File: config.mk
export PLATFORM = sky130hd
export DESIGN_NAME = ps2_key_tracker
export DESIGN_NICKNAME = d
export VERILOG_FILES = /design/src/rtl/ps2_key_pkg.sv /design/src/rtl/ps2_key_lookup.sv /design/src/rtl/ps2_key_tracker.sv
export SDC_FILE = /design/constraint.sdc
export NUM_CORES = 1
export LEC_CHECK = 0
export CAP_MARGIN = 10
export CORE_ASPECT_RATIO = 0.6
export CORE_MARGIN = 2
export CORE_UTILIZATION = 47
export CTS_CLUSTER_DIAMETER = 50
export DETAILED_ROUTE_END_ITERATION = 10
export PLACE_DENSITY_LB_ADDON = 0.25
export SLEW_MARGIN = 20
export SYNTH_ARGS = -nofsm -noshare
export SYNTH_HDL_FRONTEND = slang
export SYNTH_SLANG_ARGS = --single-unit
File: constraint.sdc
create_clock -name clk -period 2.5 [get_ports clk]
set_input_delay 0.625 -clock clk [delete_from_list [all_inputs] [get_ports clk]]
set_output_delay 0.625 -clock clk [all_outputs]
set_load 0.03 [all_outputs]
File: src/rtl/ps2_key_pkg.sv
// ps2_key_pkg
//  Shared definitions for the PS/2 key tracker: scan-code constants, the
//  decoder state encoding, the tracked-key index table and a helper that
//  recognises keyboard-to-host reply bytes.
//  The optional overrun-clear behaviour in ps2_key_tracker is enabled by
//  defining OVERRUN_CLR_EN; the constants it needs live here regardless.
package ps2_key_pkg;

  localparam int NKEYS_TBL = 12;

  // Prefix and special scan-code bytes
  localparam logic [7:0] SC_E0 = 8'hE0;  // extended prefix
  localparam logic [7:0] SC_E1 = 8'hE1;  // Pause prefix
  localparam logic [7:0] SC_F0 = 8'hF0;  // break prefix
  localparam logic [7:0] SC_AA = 8'hAA;  // self-test passed
  localparam logic [7:0] SC_FA = 8'hFA;  // acknowledge
  localparam logic [7:0] SC_EE = 8'hEE;  // echo
  localparam logic [7:0] SC_FE = 8'hFE;  // resend
  localparam logic [7:0] SC_00 = 8'h00;  // keyboard buffer overrun (set 2)
  localparam logic [7:0] SC_FF = 8'hFF;  // keyboard buffer overrun / error

  // Bytes still to swallow after E1: the rest of "E1 14 77 E1 F0 14 F0 77"
  localparam logic [2:0] PAUSE_TAIL = 3'd7;

  typedef enum logic [2:0] {
    ST_IDLE    = 3'd0,
    ST_EXT     = 3'd1,
    ST_BRK     = 3'd2,
    ST_EXT_BRK = 3'd3,
    ST_SKIP    = 3'd4
  } state_t;

  // Tracked key indices (bit positions in key_state)
  localparam logic [3:0] KEY_UP    = 4'd0;   // E0 75
  localparam logic [3:0] KEY_DOWN  = 4'd1;   // E0 72
  localparam logic [3:0] KEY_LEFT  = 4'd2;   // E0 6B
  localparam logic [3:0] KEY_RIGHT = 4'd3;   // E0 74
  localparam logic [3:0] KEY_W     = 4'd4;   // 1D
  localparam logic [3:0] KEY_A     = 4'd5;   // 1C
  localparam logic [3:0] KEY_S     = 4'd6;   // 1B
  localparam logic [3:0] KEY_D     = 4'd7;   // 23
  localparam logic [3:0] KEY_SPACE = 4'd8;   // 29
  localparam logic [3:0] KEY_ENTER = 4'd9;   // 5A
  localparam logic [3:0] KEY_ESC   = 4'd10;  // 76
  localparam logic [3:0] KEY_P     = 4'd11;  // 4D

  // True for keyboard status/reply bytes: self-test, ack, echo, resend
  function automatic logic is_host_reply(input logic [7:0] b);
    return (b == SC_AA) || (b == SC_FA) || (b == SC_EE) || (b == SC_FE);
  endfunction

endpackage

File: src/rtl/ps2_key_lookup.sv
// ps2_key_lookup
//  Combinational scan-code to key-index table.
//  Ports:
//    ext   in  1  code was preceded by E0
//    code  in  8  scan-code byte (without prefixes)
//    hit   out 1  code is one of the tracked keys
//    idx   out 4  key index (0 when hit=0)
//  Extended 12 (the fake shift sent around cursor keys) is deliberately absent.
module ps2_key_lookup
  import ps2_key_pkg::*;
(
  input  logic       ext,
  input  logic [7:0] code,
  output logic       hit,
  output logic [3:0] idx
);

  always_comb begin
    hit = 1'b1;
    idx = 4'd0;
    if (ext) begin
      case (code)
        8'h75:   idx = KEY_UP;
        8'h72:   idx = KEY_DOWN;
        8'h6B:   idx = KEY_LEFT;
        8'h74:   idx = KEY_RIGHT;
        default: hit = 1'b0;
      endcase
    end else begin
      case (code)
        8'h1D:   idx = KEY_W;
        8'h1C:   idx = KEY_A;
        8'h1B:   idx = KEY_S;
        8'h23:   idx = KEY_D;
        8'h29:   idx = KEY_SPACE;
        8'h5A:   idx = KEY_ENTER;
        8'h76:   idx = KEY_ESC;
        8'h4D:   idx = KEY_P;
        default: hit = 1'b0;
      endcase
    end
  end

endmodule

File: src/rtl/ps2_key_tracker.sv
// ps2_key_tracker
//  Decodes the PS/2 set-2 scan-code byte stream (make / F0 break / E0 extended
//  / E1 Pause) into a held-key bitmap and a one-deep press/release event slot.
//  Ports:
//    clk          in   1      system clock
//    rst          in   1      asynchronous, active-low reset
//    byte_in      in   8      latest scan-code byte
//    byte_valid   in   1      byte strobe level; only its rising edge counts
//    key_state    out  NKEYS  1 = key currently held
//    ev_valid     out  1      event pending
//    ev_key       out  4      key index of the pending event
//    ev_press     out  1      1 = make, 0 = break
//    ev_ready     in   1      consumer takes the event when ev_valid & ev_ready
//    ev_overflow  out  1      sticky: an event was dropped while one was pending
//  Configuration: define OVERRUN_CLR_EN to make 00/FF bytes abort any sequence
//  and release all keys (no events); otherwise 00/FF are ordinary unmapped codes.
module ps2_key_tracker
  import ps2_key_pkg::*;
#(
  parameter int NKEYS         = NKEYS_TBL,
  parameter int REPEAT_FILTER = 1
) (
  input  logic             clk,
  input  logic             rst,
  input  logic [7:0]       byte_in,
  input  logic             byte_valid,
  output logic [NKEYS-1:0] key_state,
  output logic             ev_valid,
  output logic [3:0]       ev_key,
  output logic             ev_press,
  input  logic             ev_ready,
  output logic             ev_overflow
);

  logic             byte_valid_q, byte_valid_d;
  state_t           state_q, state_d;
  logic [2:0]       cnt_q, cnt_d;
  logic [NKEYS-1:0] key_state_q, key_state_d;
  logic             ev_valid_q, ev_valid_d;
  logic [3:0]       ev_key_q, ev_key_d;
  logic             ev_press_q, ev_press_d;
  logic             ev_overflow_q, ev_overflow_d;

  logic             strobe;
  logic             overrun;
  logic             lk_ext;
  logic             lk_hit;
  logic [3:0]       lk_idx;
  logic             do_make, do_break;
  logic             new_ev, new_press;
  logic             held;

  assign byte_valid_d = byte_valid;
  assign strobe       = byte_valid & ~byte_valid_q;

`ifdef OVERRUN_CLR_EN
  assign overrun = strobe & ((byte_in == SC_00) | (byte_in == SC_FF));
`else
  assign overrun = 1'b0;
`endif

  // The E0 prefix is remembered in the state, so the lookup sees it directly.
  assign lk_ext = (state_q == ST_EXT) || (state_q == ST_EXT_BRK);

  ps2_key_lookup u_lookup (
    .ext  (lk_ext),
    .code (byte_in),
    .hit  (lk_hit),
    .idx  (lk_idx)
  );

  // Sequence decoder
  always_comb begin
    state_d  = state_q;
    cnt_d    = cnt_q;
    do_make  = 1'b0;
    do_break = 1'b0;
    if (overrun) begin
      state_d = ST_IDLE;
      cnt_d   = 3'd0;
    end else if (strobe) begin
      case (state_q)
        ST_IDLE, ST_EXT: begin
          if (byte_in == SC_E0) begin
            state_d = ST_EXT;
          end else if (byte_in == SC_E1) begin
            state_d = ST_SKIP;
            cnt_d   = PAUSE_TAIL;
          end else if (byte_in == SC_F0) begin
            state_d = (state_q == ST_EXT) ? ST_EXT_BRK : ST_BRK;
          end else begin
            state_d = ST_IDLE;
            do_make = !((state_q == ST_IDLE) && is_host_reply(byte_in));
          end
        end
        ST_BRK, ST_EXT_BRK: begin
          state_d  = ST_IDLE;
          do_break = 1'b1;
        end
        ST_SKIP: begin
          cnt_d = cnt_q - 3'd1;
          if (cnt_q <= 3'd1) begin
            state_d = ST_IDLE;
            cnt_d   = 3'd0;
          end
        end
        default: begin
          state_d = ST_IDLE;
          cnt_d   = 3'd0;
        end
      endcase
    end
  end

  // Key bitmap and event generation
  always_comb begin
    key_state_d = key_state_q;
    new_ev      = 1'b0;
    new_press   = 1'b0;
    held        = key_state_q[lk_idx];
    if (do_make && lk_hit) begin
      key_state_d[lk_idx] = 1'b1;
      // A typematic repeat of a key already down is not a new press
      new_ev    = !((REPEAT_FILTER != 0) && held);
      new_press = 1'b1;
    end
    if (do_break && lk_hit) begin
      key_state_d[lk_idx] = 1'b0;
      new_ev              = held;
    end
    if (overrun) begin
      key_state_d = '0;
    end
  end

  // One-entry event slot; a handshake in the same cycle frees it for the new event
  always_comb begin
    ev_valid_d    = ev_valid_q & ~ev_ready;
    ev_key_d      = ev_key_q;
    ev_press_d    = ev_press_q;
    ev_overflow_d = ev_overflow_q;
    if (new_ev) begin
      if (!ev_valid_q || ev_ready) begin
        ev_valid_d = 1'b1;
        ev_key_d   = lk_idx;
        ev_press_d = new_press;
      end else begin
        ev_overflow_d = 1'b1;
      end
    end
  end

  always_ff @(posedge clk or negedge rst) begin
    if (!rst) begin
      byte_valid_q  <= 1'b0;
      state_q       <= ST_IDLE;
      cnt_q         <= 3'd0;
      key_state_q   <= '0;
      ev_valid_q    <= 1'b0;
      ev_key_q      <= 4'd0;
      ev_press_q    <= 1'b0;
      ev_overflow_q <= 1'b0;
    end else begin
      byte_valid_q  <= byte_valid_d;
      state_q       <= state_d;
      cnt_q         <= cnt_d;
      key_state_q   <= key_state_d;
      ev_valid_q    <= ev_valid_d;
      ev_key_q      <= ev_key_d;
      ev_press_q    <= ev_press_d;
      ev_overflow_q <= ev_overflow_d;
    end
  end

  assign key_state   = key_state_q;
  assign ev_valid    = ev_valid_q;
  assign ev_key      = ev_key_q;
  assign ev_press    = ev_press_q;
  assign ev_overflow = ev_overflow_q;

endmodule

Yosys cells after proc, flatten, opt, wreduce, memory -nomap -nowiden
Index checks and enable logic that the tools add are counted.
{"block": "word_totals", "in_bits": 12, "output_inout_bits": 19, "regBits": 26, "wordCells": 102}
{"block": "op_classes", "bitwise_logic": 9, "reduce_logical": 21, "n_eq_ne": 26, "add_sub_neg": 1, "order_cmp": 3, "n_mux": 34}
{"op": "$eq A8 B7 Y1 const B", "count": 7}
{"op": "$eq A8 B8 Y1 const B", "count": 7}
{"op": "$pmux W4 S8", "count": 1}
{"op": "$eq A8 B5 Y1 const B", "count": 3}
{"op": "$mux W12", "count": 2}
{"op": "$mux W1", "count": 18}
{"op": "$mux W3", "count": 6}
{"op": "$eq A8 B6 Y1 const B", "count": 2}
{"op": "$and A12 B12 Y12", "count": 1}
{"op": "$not A12 Y12", "count": 1}
{"op": "$or A12 B12 Y12", "count": 1}
{"op": "$pmux W3 S3", "count": 1}
{"op": "$reduce_or A8 Y1", "count": 1}
{"op": "$eq A3 B2 Y1 const B", "count": 2}
{"op": "$ne A2 B2 Y1 const B", "count": 3}
{"op": "$pmux W2 S3", "count": 1}
{"op": "$pmux W3 S2", "count": 1}
{"op": "$reduce_and A2 Y1", "count": 3}
{"op": "$logic_or A1 B1 Y1", "count": 5}
{"op": "$lt A4 B5 Y1 const B", "count": 1}
{"op": "$bmux W1 S4", "count": 1}
{"op": "$demux W1 S4", "count": 1}
{"op": "$ge A4 B1 Y1 const B", "count": 1}
{"op": "$logic_and A1 B1 Y1", "count": 4}
{"op": "other kinds (13)", "count": 20}

Logic depth before layout (Yosys ltp)
Gate-level depths: netlist of run 1.
{"block": "depth", "depth_word": 15, "ltp_mapped": 9, "ltp_nobuf": 8}

Modules after synthesis
From an unflattened synthesis of run 1, not the netlist that was laid out.
{"block": "hier_totals", "cells_unflattened": 200, "area_unflattened_um2": 1848.0}
{"module": "ps2_key_tracker", "area_per_inst_um2": 1460.2, "n_inst": 1, "cells_per_inst": 151, "seq_area_each_um2": 650.6}
{"module": "ps2_key_lookup", "area_per_inst_um2": 387.9, "n_inst": 1, "cells_per_inst": 49, "seq_area_each_um2": 0.0}

Worst setup path after synthesis of run 1
Ideal clock, no wire load.
{"block": "synth_timing", "path_kind": "input-to-reg", "start": "in byte_in[6]", "end": "reg ev_key_q[0], in the netlist ev_key[0]", "path_buffers": 1, "required_ps": 2372, "setup_slack_ps": -945, "arrival_time_ps": 3318, "setup_ps": 128, "cell_stages": 9, "cell_sequence": "buf_6 > or3b_1 > a2111o_1 > a41oi_4 > mux2_2 > a22oi_1 > o211ai_4 > mux2i_1 > mux2_1"}
{"block": "synth_via", "elab_chain_cells": 15, "elab_cells_between_ends": 45, "classes_between": "19 x eq/ne; 15 x mux; 11 x reduce/logical"}
{"element": "start, declared", "line_no": "ps2_key_tracker.sv:25", "source": "input logic [7:0] byte_in,"}
{"element": "parallel branches: the longest is 15 deep, another holds $eq A8 B7 Y1"}
{"element": "end signal, assigned", "line_no": "ps2_key_tracker.sv:169", "source": "ev_key_q <= ev_key_d;"}
{"element": "end, declared", "line_no": "ps2_key_tracker.sv:40", "source": "logic [3:0] ev_key_q, ev_key_d;"}
Several ways; the timed one is not identified. The select of a mux whose other input is x is not followed.
A chain may end at the register's enable or synchronous reset.

Final worst setup path of run 1
{"block": "layout_timing", "start": "in byte_in[6]", "end": "reg ev_key_q[3], in the netlist ev_key[3]"}
The elaborated chain is that of the path after synthesis.

==> results.txt, run 1 <==
The die area came out at 4220 um2. In the layout the commonest cells are sky130_fd_sc_hd__buf_4, sky130_fd_sc_hd__dfrtp_1, sky130_fd_sc_hd__o21ai_0, sky130_fd_sc_hd__clkdlybuf4s50_1, sky130_fd_sc_hd__nor2_1. The arrival time of data at the critical path endpoint is 3.25 ns. The detail route stage leaves a number of antenna-violating nets equal to 0.

The final critical-path setup slack is -0.579 ns. The initial antenna violation count came out at 0. The number of antenna diodes in the final layout is 0. Entering global routing, the biggest net connects 27 pins. The initial cell density of the core came out at 48.2%. The number of sinks on the clock net came out at 26. The placed wire-length estimate after detailed placement is 3.62 mm. The die extent in y is 51.2 um. The tree is rooted in a sky130_fd_sc_hd__clkbuf_8. TritonCTS created 3 clock buffers. The checks that failed: negative setup slack. Summing the areas of all compound-gate instances in the mapped netlist gives 23.0% of the synthesized area.

The category of the worst setup path launch point is an input pin. The combined global-route utilization of all metal layers is 25.9%. The maximum net fanout on the critical path is 6. Summing the areas of all and, or, nand and nor instances in the mapped netlist gives 27.2% of the synthesized area. The finished cells cover 2650 um2. In this run the worst hold path is classified as reg -> reg. The instance area after placement is 2390 um2.

The standard-cell row count came out at 17. The number of nets in the layout came out at 285. The total power per unit cell area is 540 nW/um2. The filler cell count is 281. In the final timing run, aggregate negative setup slack is -3.62 ns. The clock tree from TritonCTS is yes.

The via count of the first global-routing pass came out at 1,701. By area, the combinational part of the netlist is dominated by simple AND/OR/NAND/NOR gates. The total grt overflow is 0.

The final wirelength is 5.24 mm. The insertion delay to the later sink of the worst-skew pair came out at 0.28 ns. The H-tree depth reported by CTS came out at 1. The share of the clock period used by the worst path after layout came out at 123%. The headroom to the max-slew limit came out at 58.5%. The critical path endpoint category is a register. In the final layout, flip-flops and latches occupy 651 um2. The floorplan die width is 82.6 um. The area of the multi-input gates came out at 1200 um2. The library cell used most frequently in the layout, excluding fill and tap cells, is sky130_fd_sc_hd__buf_4. The synthesized netlist devotes 1.01% of its cell area to XOR and XNOR gates. From synthesis to final layout, the design area changed by 52.2%. The detail-routed net length per standard cell came out at 16.5 um.

On the final layout, the worst clock skew is 0.00614 ns. The mean area per synthesized cell is 8.84 um2. The core region is 3620 um2. The largest voltage drop on the vdd net is 0.554 mV.

The number of flip-flops and latches in the synthesized netlist came out at 26. No sink is reached through more buffers than the 2 on the longest clock path. The layout cell share with drive strength beyond 1 came out at 33.7%. The number of different library cells used by synthesis comes to 43. The mapped netlist covers 1740 um2. Before antenna repair, the detailed router went through 4 iterations. The mean number of vias per cell is 5.76. The total nets after synthesis came out at 211. The routed layout has 1,826 vias. After detailed routing, the number of remaining DRC violations is 0.

The detailed router finished its first iteration with 127 violations. The hold violation total from the final report came out at 0. The worst-margin pin slew is 0.615 ns. Hold repair after CTS inserted 0 buffers. The number of cells produced by synthesis is 197. The flow ran to the end, but the final reports show violations. At the worst endpoint, the required time is 2.67 ns.

The placer's final routability congestion estimate is 0.862. The global-route wire length before repair came out at 8.18 mm. The number of pins with negative max-slew slack in the final report is 0. The I/O pin count is 31. The clock slew seen by the registers of the worst setup and hold paths came out at 0.09 ns. The critical path in this run is classified as in -> reg. Buffers placed on the I/O ports in this run total 30. Subtracting the final worst setup slack from the clock period gives 3.08 ns. The count of warnings emitted by yosys is 0. The static leakage power is 1.16 nW. The post-synthesis adder-cell area fraction is 1.44%. The proportion of synthesized area in mux cells is 6.82%. Max-cap violations in this run came to 0. The maximum achievable frequency came out at 325 MHz.

Summing the sequential cell areas from Yosys gives 37.4% of the chip area. Setup repair after global routing could not meet its margin everywhere. The number of setup violations in the final report is 14.
per-stage QoR:
stage                     cells  power, W  hold slack (ns)  util [%]  worst slack (ns)
final                       317   0.00143            0.489      73.3            -0.579
after global routing        317   0.00148            0.534      73.3            -0.678
after CTS                   313   0.00140            0.489      71.7            -0.613
after detailed placement    304  0.000996            0.465      66.0             -1.18
after global placement      304  0.000988            0.465      66.0             -1.12
after floorplan             197  0.000786            0.329         -            -0.703
sequential cells by signal, indices dropped and copies added (netlist names):
name / count
byte_valid_q: 1
cnt_q: 3
ev_key: 4
ev_overflow: 1
ev_press: 1
ev_valid: 1
key_state: 12
state_q: 3
power by group:
group | internal (W) | switching [W] | leakage, nW
sequential | 0.000470 | 0.0000378 | 0.344
combinational | 0.000277 | 0.000287 | 0.784
clock | 0.000215 | 0.000144 | 0.0357
critical path, cell delays in order:
cell and delay, ns:
sky130_fd_sc_hd__buf_6 0.09, sky130_fd_sc_hd__buf_4 0.12, sky130_fd_sc_hd__buf_4 0.13, sky130_fd_sc_hd__buf_4 0.15, sky130_fd_sc_hd__nor2_1 0.18, sky130_fd_sc_hd__nand3_2 0.14, sky130_fd_sc_hd__a41oi_4 0.39, sky130_fd_sc_hd__mux2i_1 0.17
sky130_fd_sc_hd__mux2_4 0.29, sky130_fd_sc_hd__o211ai_4 0.24, sky130_fd_sc_hd__mux2i_4 0.37, sky130_fd_sc_hd__mux2_4 0.33
worst paths after layout:
| kind | startpoint | endpoint | slack (ns) | cells past startpoint |
|---|---|---|---|---|
| setup / recovery | byte_in[6] | ev_key[3]$_DFFE_PN0P_ | -0.58 | 12 |
| hold / removal | ev_overflow$_DFFE_PN0P_ | ev_overflow$_DFFE_PN0P_ | 0.49 | 1 |
| setup reg to reg | state_q[2]$_DFFE_PN0P_ | ev_key[3]$_DFFE_PN0P_ | -0.06 | 7 |
| hold reg to reg | ev_overflow$_DFFE_PN0P_ | ev_overflow$_DFFE_PN0P_ | 0.49 | 1 |
| max in group asynchronous | rst | state_q[2]$_DFFE_PN0P_ | 1.54 | 2 |
| min in group asynchronous | rst | key_state[10]$_DFF_PN0_ | 0.70 | 2 |
synthesized netlist by cell type:
library cell,n,share of area [%]
sky130_fd_sc_hd__a2111o_1,1,0.65
sky130_fd_sc_hd__a2111oi_0,1,0.50
sky130_fd_sc_hd__a211o_1,1,0.50
sky130_fd_sc_hd__a21oi_1,5,1.4
sky130_fd_sc_hd__a22o_1,1,0.50
sky130_fd_sc_hd__a22oi_1,1,0.43
sky130_fd_sc_hd__a31oi_1,2,0.72
sky130_fd_sc_hd__a41o_1,2,1.1
sky130_fd_sc_hd__a41oi_4,1,1.6
sky130_fd_sc_hd__and2_1,2,0.72
sky130_fd_sc_hd__and3_1,2,0.72
sky130_fd_sc_hd__and3b_1,4,2.0
sky130_fd_sc_hd__buf_6,1,0.65
sky130_fd_sc_hd__clkbuf_1,8,1.7
sky130_fd_sc_hd__dfrtp_1,26,37
sky130_fd_sc_hd__ha_1,2,1.4
sky130_fd_sc_hd__inv_1,4,0.86
sky130_fd_sc_hd__mux2_1,4,2.6
sky130_fd_sc_hd__mux2_2,3,1.9
sky130_fd_sc_hd__mux2i_1,4,2.3
sky130_fd_sc_hd__nand2_1,15,3.2
sky130_fd_sc_hd__nand2b_1,9,3.2
sky130_fd_sc_hd__nand3_1,6,1.7
sky130_fd_sc_hd__nand3b_1,1,0.43
sky130_fd_sc_hd__nand4_1,8,2.9
sky130_fd_sc_hd__nor2_1,16,3.4
sky130_fd_sc_hd__nor2b_1,6,2.2
sky130_fd_sc_hd__nor3_1,3,0.86
sky130_fd_sc_hd__nor3b_1,6,2.6
sky130_fd_sc_hd__nor4bb_1,4,2.3
sky130_fd_sc_hd__o211ai_1,3,1.3
sky130_fd_sc_hd__o211ai_4,1,1.2
sky130_fd_sc_hd__o21a_1,1,0.43
sky130_fd_sc_hd__o21ai_0,27,7.8
sky130_fd_sc_hd__o21ai_1,3,0.86
sky130_fd_sc_hd__o21bai_1,2,0.86
sky130_fd_sc_hd__o22a_1,1,0.50
sky130_fd_sc_hd__o22ai_1,1,0.36
sky130_fd_sc_hd__o31a_1,1,0.50
sky130_fd_sc_hd__o31ai_1,4,1.7
sky130_fd_sc_hd__or2_2,1,0.36
sky130_fd_sc_hd__or3b_1,1,0.50
sky130_fd_sc_hd__xor2_1,2,1.0
cell type report:
| cell class | count | share of cell area [%] |
|---|---|---|
| sequential | 26 | 24.6 |
| timing repair buffer | 78 | 24.6 |
| clock inverter | 1 | 1.13 |
| tap | 47 | 2.22 |
| inverter | 4 | 0.567 |
| multi-input combinational | 158 | 45.4 |
| clock buffer | 3 | 1.56 |
kinds of logic after synthesis:
logic type      count (synthesis)
flops                          26
compound gates                 59
mux                            11
xor+xnor                        2
fa+ha+maj                       2
buf+inv                        13
simple gates                   84
repair_timing:
item                                    CTS  global route
gates resized for setup                  47            23
buffers inserted                          5             5
pin swaps                                 9            13
endpoints found under the setup margin   19            19
layer usage:
metal	vias to the layer above	GRT usage, %	part of all wire [%]
met5	-	0	0
met4	0	6.83	1.8
met3	11	5.30	5.2
met2	62	35.8	43
met1	875	40.6	50
li1	878	-	-
Power figures use the tool's default switching activity.
==> run 2, diff against run 1 <==
--- a/config.mk
+++ b/config.mk
@@ -6,10 +6,12 @@
 export NUM_CORES = 1
 export LEC_CHECK = 0
+export ABC_AREA = 1
 export CAP_MARGIN = 10
 export CORE_ASPECT_RATIO = 0.6
 export CORE_MARGIN = 2
-export CORE_UTILIZATION = 47
+export CORE_UTILIZATION = 55
 export CTS_CLUSTER_DIAMETER = 50
 export DETAILED_ROUTE_END_ITERATION = 10
+export DONT_BUFFER_PORTS = 1
 export PLACE_DENSITY_LB_ADDON = 0.25
 export SLEW_MARGIN = 20
==> constraint.sdc (replaced) <==
create_clock -name clk -period 2.5 [get_ports clk]
set_input_delay 0.625 -clock clk [delete_from_list [all_inputs] [get_ports clk]]
set_output_delay 0.625 -clock clk [all_outputs]
set_load 0.02 [all_outputs]
==> run 2 against run 1 <==
  * Highest routed layer unchanged
  * The flow now finishes without violations
  * Fmax grew 48%
  * Critical path depth grew 4
  * Largest power group is now sequential cells
  * Wire length shrank 14%
  * Setup slack gained 1.0 ns
  * Critical endpoint is now ev_key[1]$_DFFE_PN0P_
  * Via count shrank 5.2%
  * Sequential share of layout area grew 6.7 points
  * Die area shrank 4.1%
==> results.txt, run 2 <==
The combined global-route utilization of all metal layers came out at 24.4% (-1.4 points). The relative contribution of sequential cells to total power is 47.4% (+12 points). The number of hold buffers added after cts came to 0 (unchanged). The critical path class is in -> reg. The mean number of vias per cell came out at 5.36 (-7.0%). Of all cell types, the one taking the most synthesized area is sky130_fd_sc_hd__dfrtp_1. The largest voltage drop on the vdd net came to 0.349 mV (-37%). The detail-routed net length per standard cell came out at 13.9 um (-16%). The count of flip-flops with a built-in enable after synthesis is 0 (unchanged). The number of buffers inserted by port buffering is 0 (-100%). The signal on the critical path passes through nor2_1 -> nand2_2 -> nor2_4 -> nor2_2 -> nand3_4 -> nand2_4 -> nand2_1 -> nand2_1 -> nand2_1 -> nand2_1 -> nand2_2 -> nand3_2 -> nand2_2 -> nand3_2 -> nand2_1 -> nand2_1. Setup repair after global routing left no endpoint under its margin. The critical path buffer and inverter count is 0 (-4). The floorplan die width was 80.8 um (-2.1%). The placer's final routability congestion estimate came to 0.916 (+6.3%).

The initial cell density of the core is 58.6% (+10 points). The clock group share of total power came out at 35.5% (+10 points). By instance count, the cell type seen most on the critical path is sky130_fd_sc_hd__nand2_1. The switching power summed over all nets was 0.000281 W (-40%).

The insertion delay to the later sink of the worst-skew pair came out at 0.28 ns (about the same). The global-route wire length before repair came out at 7.55 mm (-7.8%). The peak per-stage delay on the critical path is 0.29 ns (-0.10 ns). The layout cell share with drive strength beyond 1 was 20.5% (-13 points). The clock slew seen by the registers of the worst setup and hold paths came out at 0.09 ns (about the same). The area of the multi-input gates came out at 1130 um2 (-5.7%). The initial antenna violation count is 0 (unchanged). The worst-margin pin slew came out at 0.452 ns (-0.164 ns). The fraction of registers with async set or reset after synthesis came out at 100% (unchanged).

For this run, the leading register cell type out of synthesis is sky130_fd_sc_hd__dfrtp_1. The number of sinks on the clock net is 26 (unchanged). The switching part of the total power came out at 28.0% (-4.7 points). The mean area per synthesized cell is 7.14 um2 (-19%). The arrival time of data at the critical path endpoint is 2.26 ns (-0.99 ns).

The min-delay analysis places its worst path in the category in -> async. The final wirelength was 4.49 mm (-14%). By count the netlist is led by sky130_fd_sc_hd__nand2_1, sky130_fd_sc_hd__nor2_1, sky130_fd_sc_hd__dfrtp_1, sky130_fd_sc_hd__a21oi_1, sky130_fd_sc_hd__inv_1.

The critical-path cell with the highest stage delay is sky130_fd_sc_hd__nor2_1. The antenna violation net count after detailed routing came to 0 (unchanged). The share of the clock period used by the worst path after layout is 82.9% (-40 points).

The layout overhead on the synthesized area is 6.87%. The cell family with the largest share of critical-path delay is simple AND/OR/NAND/NOR gates. The number of nets in the layout is 293 (+2.8%). The total nets after synthesis is 287 (+36%). Sorting the synthesized cells by area gives the leading types as sky130_fd_sc_hd__dfrtp_1, sky130_fd_sc_hd__nand2_1, sky130_fd_sc_hd__nor2_1. The count of warnings emitted by yosys is 0 (unchanged).

The unique cell type count in the Yosys netlist is 32 (-26%). The internal power of the cells came out at 0.000722 W (-25%). The headroom to the max-slew limit is 69.7% (+11 points). The worst setup path is launched from an input pin. The number of pins with negative max-slew slack in the final report is 0 (unchanged). The number of buffers created by CTS came out at 3 (unchanged).

The netlist area before placement is 1950 um2 (+12%). The post-cts repair resize count came out at 0 (-100%). The total grt overflow is 0 (unchanged). The number of flip-flops and latches in the synthesized netlist was 26 (unchanged). The detailed-route DRC error count came to 0 (unchanged). The number of setup violations in the final report is 0 (-14).

Clock tree synthesis selected as its root buffer the cell sky130_fd_sc_hd__clkbuf_8. The data required time at the worst endpoint is 2.68 ns (about the same). The flow ran to the end, and the final reports show no timing, DRC or antenna violations. The final sum of negative setup slack is 0 ns (+3.62 ns).

The most frequent cell after synthesis is sky130_fd_sc_hd__nand2_1. The violation count after the first detailed-route iteration is 121 (-4.7%). The number of flip-flops in the largest register was 12 (unchanged). The static leakage power is 1.04 nW (-11%). The area share of the largest cell type after synthesis is 33.4% (-4.0 points).

The clock tree from TritonCTS is yes. The maximum number of buffers from clock root to sink came out at 2 (unchanged). The standard-cell row count is 16 (-1). The library cells used most frequently in the layout, excluding fill and tap cells, are sky130_fd_sc_hd__nand2_1, sky130_fd_sc_hd__nor2_1, sky130_fd_sc_hd__dfrtp_1. The total power per unit cell area is 482 nW/um2 (-11%). The standard cell core area came out at 3320 um2 (-8.1%). The post-route minimum period is 2.07 ns (-1.01 ns). The die extent in y is 50.1 um (-2.1%).

The most common cell after layout, fill and taps aside is sky130_fd_sc_hd__nand2_1. The antenna diode instance count is 0 (unchanged). The maximum net fanout on the critical path was 7 (+1). The post-layout utilization of the core came out at 62.7% (-11 points). The part of the total power dissipated in combinational logic is 17.1% (-22 points).

The maximum number of pins on one net before global-route repair is 27 (unchanged). The H-tree depth reported by CTS was 1 (unchanged). The maximum achievable frequency came out at 482 MHz (+48%). The via count of the first global-routing pass was 1,614 (-5.1%). The worst setup path is captured at a register. The die area is 4050 um2 (-4.1%). The sequential-to-total area share from yosys stat is 33.4% (-4.0 points). The hold violation total from the final report is 0 (unchanged). The number of cells produced by synthesis came out at 273 (+39%). The number of vias after detailed routing came out at 1,731 (-5.2%). The filler cell count was 319 (+14%).

The I/O pin count came to 31 (unchanged). The setup skew after layout came to 0.00695 ns (+0.000807 ns). The first-pass iteration count of the detailed router is 4 (unchanged). The number of buffers added for setup after CTS came out at 0 (-5). The count of max-cap constraint violations came out at 0 (unchanged). The placed wire-length estimate after detailed placement came out at 3.59 mm (-0.75%).

The sequential cell area came out at 651 um2 (unchanged).
run 2: cell type report:
class | instances | area share [%]
multi-input cells | 209 | 54.4
repair buffers | 3 | 1.08
well taps | 45 | 2.70
flip-flops and latches | 26 | 31.2
clock buffers | 3 | 1.98
inverters | 36 | 7.09
clock inverters | 1 | 1.44
run 2: kinds of logic after synthesis:
family / share of synthesized area (%)
buffers and inverters: 8.41
adders and majority gates: 1.28
AOI/OAI and AO/OA: 12.1
and+or+nand+nor: 44.4
xor gates and xnor gates: 0.450
DFF: 33.4
run 2: per-layer routing:
| metal | vias to the layer above | part of all wire, % | wire [um] | GRT usage (%) |
|---|---|---|---|---|
| met5 | - | 0 | 0 | 0 |
| met3 | 5 | 6.3 | 284 | 5.86 |
| met2 | 46 | 39 | 1770 | 32.9 |
| met1 | 786 | 54 | 2410 | 39.1 |
| met4 | 0 | 0.65 | 29 | 4.24 |
| li1 | 894 | - | - | - |
run 2: worst paths after layout:
path	start	to	slack, ns	cells past startpoint
worst max register to register	state_q[2]$_DFFE_PN0P_	ev_key[1]$_DFFE_PN0P_	0.46	12
worst max-delay path	byte_in[3]	ev_key[1]$_DFFE_PN0P_	0.43	16
worst min register to register	cnt_q[2]$_DFFE_PN0P_	cnt_q[2]$_DFFE_PN0P_	0.56	1
min in group clk	byte_valid	byte_valid_q$_DFF_PN0_	0.37	0
worst min-delay path	rst	ev_overflow$_DFFE_PN0P_	0.02	0
max in group asynchronous	rst	state_q[2]$_DFFE_PN0P_	2.39	0
run 2: power by group through the flow:
stage | registers, W | clock network (W) | logic [W]
after floorplan | 0.000478 | 0 | 0.000140
after global placement | 0.000484 | 0 | 0.000161
after detailed placement | 0.000484 | 0 | 0.000169
after CTS | 0.000476 | 0.000363 | 0.000170
after global routing | 0.000479 | 0.000387 | 0.000194
final | 0.000475 | 0.000356 | 0.000171
run 2: through the flow:
stage,setup WS (ns),instance area (um2),std cells,hold slack [ns],total power [W]
finish,0.426,2080,323,0.0225,0.00100
detailed placement,0.163,2010,319,0.330,0.000653
floorplan,0.436,1950,273,0.329,0.000618
global placement,0.258,2010,319,0.330,0.000645
global route,0.207,2080,323,0.00258,0.00106
CTS,0.444,2080,323,0.0226,0.00101
==> run 3, diff against run 2 <==
Clock period 2.5 ns to 2.01 ns, I/O delays scaled along.
==> run 3 against run 2 <==
  * Clock-buffer cell count unchanged
  * Clock skew increased by 0.00089 ns
  * Die area unchanged
  * Largest power group unchanged
==> results.txt, run 3 (synthesized netlist as in run 2, its figures left out) <==
Compared with the post-synthesis result, the final layout area differs by 16.2%. The overall power of the completed layout is 0.00128 W (+28%). The instance area after placement came out at 2100 um2 (+4.5%). The static leakage power is 1.13 nW (+8.5%).

The standard cell core area came out at 3320 um2 (unchanged). The number of nets in the layout came to 310 (+5.8%). The first-pass iteration count of the detailed router is 5 (+1). The combined global-route utilization of all metal layers was 26.0% (+1.6 points). The sum of routed wire segments on met1 was 2.36 mm (-2.0%).

The min-delay analysis places its worst path in the category in -> async. The area of the multi-input gates came to 1160 um2 (+2.4%). The met3 routed wirelength is 445 um (+57%). The global-route wire length before repair came to 8.14 mm (+7.9%). The number of flip-flops in the largest register was 12 (unchanged). The die area came to 4050 um2 (unchanged).

The maximum number of buffers from clock root to sink is 2 (unchanged). The worst path needs 1.91 ns of the cycle, external delays included. The filler cell count came to 294 (-7.8%).

The insertion delay to the later sink of the worst-skew pair is 0.28 ns (about the same). The number of setup violations in the final report is 0 (unchanged). The antenna diode instance count is 0 (unchanged). The setup skew after layout came out at 0.00784 ns (+0.000895 ns). The antenna violation net count after detailed routing came out at 0 (unchanged). The standard-cell row count came out at 16 (unchanged). The sequential cell area is 652 um2 (+0.19%).

The data required time at the worst endpoint came out at 2.19 ns (-0.49 ns). TritonCTS built the clock tree. The I/O pin count is 31 (unchanged). The routed wire length on met2 is 2.09 mm (+18%). The number of buffers inserted by port buffering came out at 0 (unchanged).

The number of pins with negative max-slew slack in the final report was 0 (unchanged). The headroom to the max-slew limit came out at 76.5% (+6.8 points). The mean number of vias per cell came out at 5.56 (+3.7%). The clock slew seen by the registers of the worst setup and hold paths was 0.10 ns (about the same).

In the layout the commonest cells are sky130_fd_sc_hd__nand2_1, sky130_fd_sc_hd__nor2_1, sky130_fd_sc_hd__a21oi_1, sky130_fd_sc_hd__dfrtp_1, sky130_fd_sc_hd__inv_1. The post-layout utilization of the core came out at 68.1% (+5.5 points). The share of the clock period used by the worst path after layout is 95.1%. The number of vias after detailed routing came out at 1,890 (+9.2%). The placer's final routability congestion estimate came out at 0.908 (-0.94%). The final design instance area without fill was 2260 um2 (+8.7%). Setup repair after global routing could not meet its margin everywhere.

The die extent in y is 50.1 um (unchanged). The count of max-cap constraint violations is 0 (unchanged). The most common cell after layout, fill and taps aside is sky130_fd_sc_hd__nand2_1. Derived from the worst setup path, the maximum achievable clock frequency is 523 MHz. The worst-margin pin slew is 0.350 ns (-0.101 ns). The placed wire-length estimate after detailed placement was 3.75 mm (+4.4%). The floorplan die width came to 80.8 um (unchanged).

The detail-routed net length per standard cell was 14.6 um (+4.7%). In this run the clock root is driven by a sky130_fd_sc_hd__clkbuf_8. The total power per unit cell area is 566 nW/um2 (+18%).

The worst slack at placement came to -0.123 ns (-0.286 ns). The number of buffers created by CTS was 3 (unchanged). The worst setup path is captured at a register. The maximum number of pins on one net before global-route repair came to 27 (unchanged). The via count of the first global-routing pass came out at 1,728 (+7.1%). The arrival time of data at the critical path endpoint came out at 2.09 ns (-0.17 ns).

The top metal layer carrying routed signals is met4. The flow ran to the end, and the final reports show no timing, DRC or antenna violations. The detailed-route DRC error count came out at 0 (unchanged). The final wirelength is 4.95 mm (+10%). The H-tree depth reported by CTS is 1 (unchanged).

The largest voltage drop on the vdd net is 0.507 mV (+45%). The maximum net fanout on the critical path is 7 (unchanged). The initial antenna violation count came out at 0 (unchanged). The total grt overflow came out at 0 (unchanged). The category of the worst setup path launch point is an input pin. The hold violation total from the final report is 0 (unchanged). The violation count after the first detailed-route iteration is 130 (+7.4%). The critical path class is in -> reg.

The count of cells along the worst register-to-register path came out at 13 (+1). The final critical-path setup slack is 0.0982 ns (-0.328 ns). The layout cell share with drive strength beyond 1 was 27.5% (+7.0 points). The number of sinks on the clock net came to 26 (unchanged). The initial cell density of the core came out at 58.6% (unchanged).
-- run 3: cell types whose count changed in the layout (fill, tap and decap cells not counted), moves of 2 or more --
| cell | previous run | this run |
|---|---|---|
| sky130_fd_sc_hd__buf_4 | 3 | 18 |
| sky130_fd_sc_hd__nor2_1 | 36 | 33 |
| sky130_fd_sc_hd__inv_1 | 25 | 22 |
| sky130_fd_sc_hd__buf_12 | 0 | 2 |
| sky130_fd_sc_hd__nor2_2 | 4 | 7 |
| sky130_fd_sc_hd__inv_2 | 10 | 13 |
-- run 3: final timing paths --
check                                              end  slack (ns)                    from
max in group asynchronous       state_q[2]$_DFFE_PN0P_        1.82                     rst
worst max-delay path              ev_press$_DFFE_PN0P_         0.1              byte_in[3]
worst min register to register    cnt_q[2]$_DFFE_PN0P_        0.57    cnt_q[2]$_DFFE_PN0P_
worst max register to register    ev_press$_DFFE_PN0P_         0.1  state_q[2]$_DFFE_PN0P_
worst min-delay path                ev_valid$_DFF_PN0_        0.02                     rst
min in group clk                byte_valid_q$_DFF_PN0_        0.24              byte_valid
-- run 3: repair_timing --
| item | CTS | global route |
|---|---|---|
| hold buffers | 1 | 0 |
| endpoints found under the setup margin | 1 | 15 |
| gates resized for setup | 1 | 9 |
| pin swaps | 0 | 2 |
| buffers inserted | 0 | 4 |
| hold endpoints to repair | 26 | 0 |
-- run 3: layer usage --
| metal | track usage, % | up-vias |
|---|---|---|
| met5 | 0 | - |
| met4 | 1.69 | 0 |
| met3 | 6.96 | 12 |
| met2 | 37.5 | 95 |
| met1 | 40.3 | 856 |
| li1 | - | 927 |
-- run 3: area by class of cell --
cell class,count,share of cell area (%)
clock inverter,1,1.33
sequential,26,28.8
multi-input combinational,209,51.3
clock buffer,3,1.82
timing repair buffer,20,7.74
inverter,36,6.52
tap,45,2.49
-- run 3: report_power, final --
part | internal (W) | switching [W] | leakage (nW)
registers | 0.000554 | 0.0000394 | 0.345
clock network | 0.000267 | 0.000178 | 0.0357
logic | 0.0000898 | 0.000154 | 0.749
-- run 3: through the flow --
step	instances	setup TNS (ns)	hold WS, ns
floorplan	273	0	0.207
global placement	331	-0.648	0.208
detailed placement	331	-0.599	0.208
CTS	336	0	0.0245
global route	340	-0.0699	0.0233
finish	340	0	0.0172
-- run 3: worst max-delay path, cell delays in order --
cell and delay, ns:
sky130_fd_sc_hd__nor2_1 0.22, sky130_fd_sc_hd__nand2_2 0.11, sky130_fd_sc_hd__nor2_4 0.15, sky130_fd_sc_hd__nor2_2 0.07, sky130_fd_sc_hd__nand3_4 0.10, sky130_fd_sc_hd__nand2_4 0.08, sky130_fd_sc_hd__nand2_1 0.06, sky130_fd_sc_hd__nand2_1 0.06
sky130_fd_sc_hd__nand2_1 0.07, sky130_fd_sc_hd__nand2_1 0.07, sky130_fd_sc_hd__nand2_2 0.10, sky130_fd_sc_hd__nand3_2 0.12, sky130_fd_sc_hd__nand2_2 0.08, sky130_fd_sc_hd__nand3_2 0.12, sky130_fd_sc_hd__nand2_1 0.10, sky130_fd_sc_hd__nand2_1 0.06
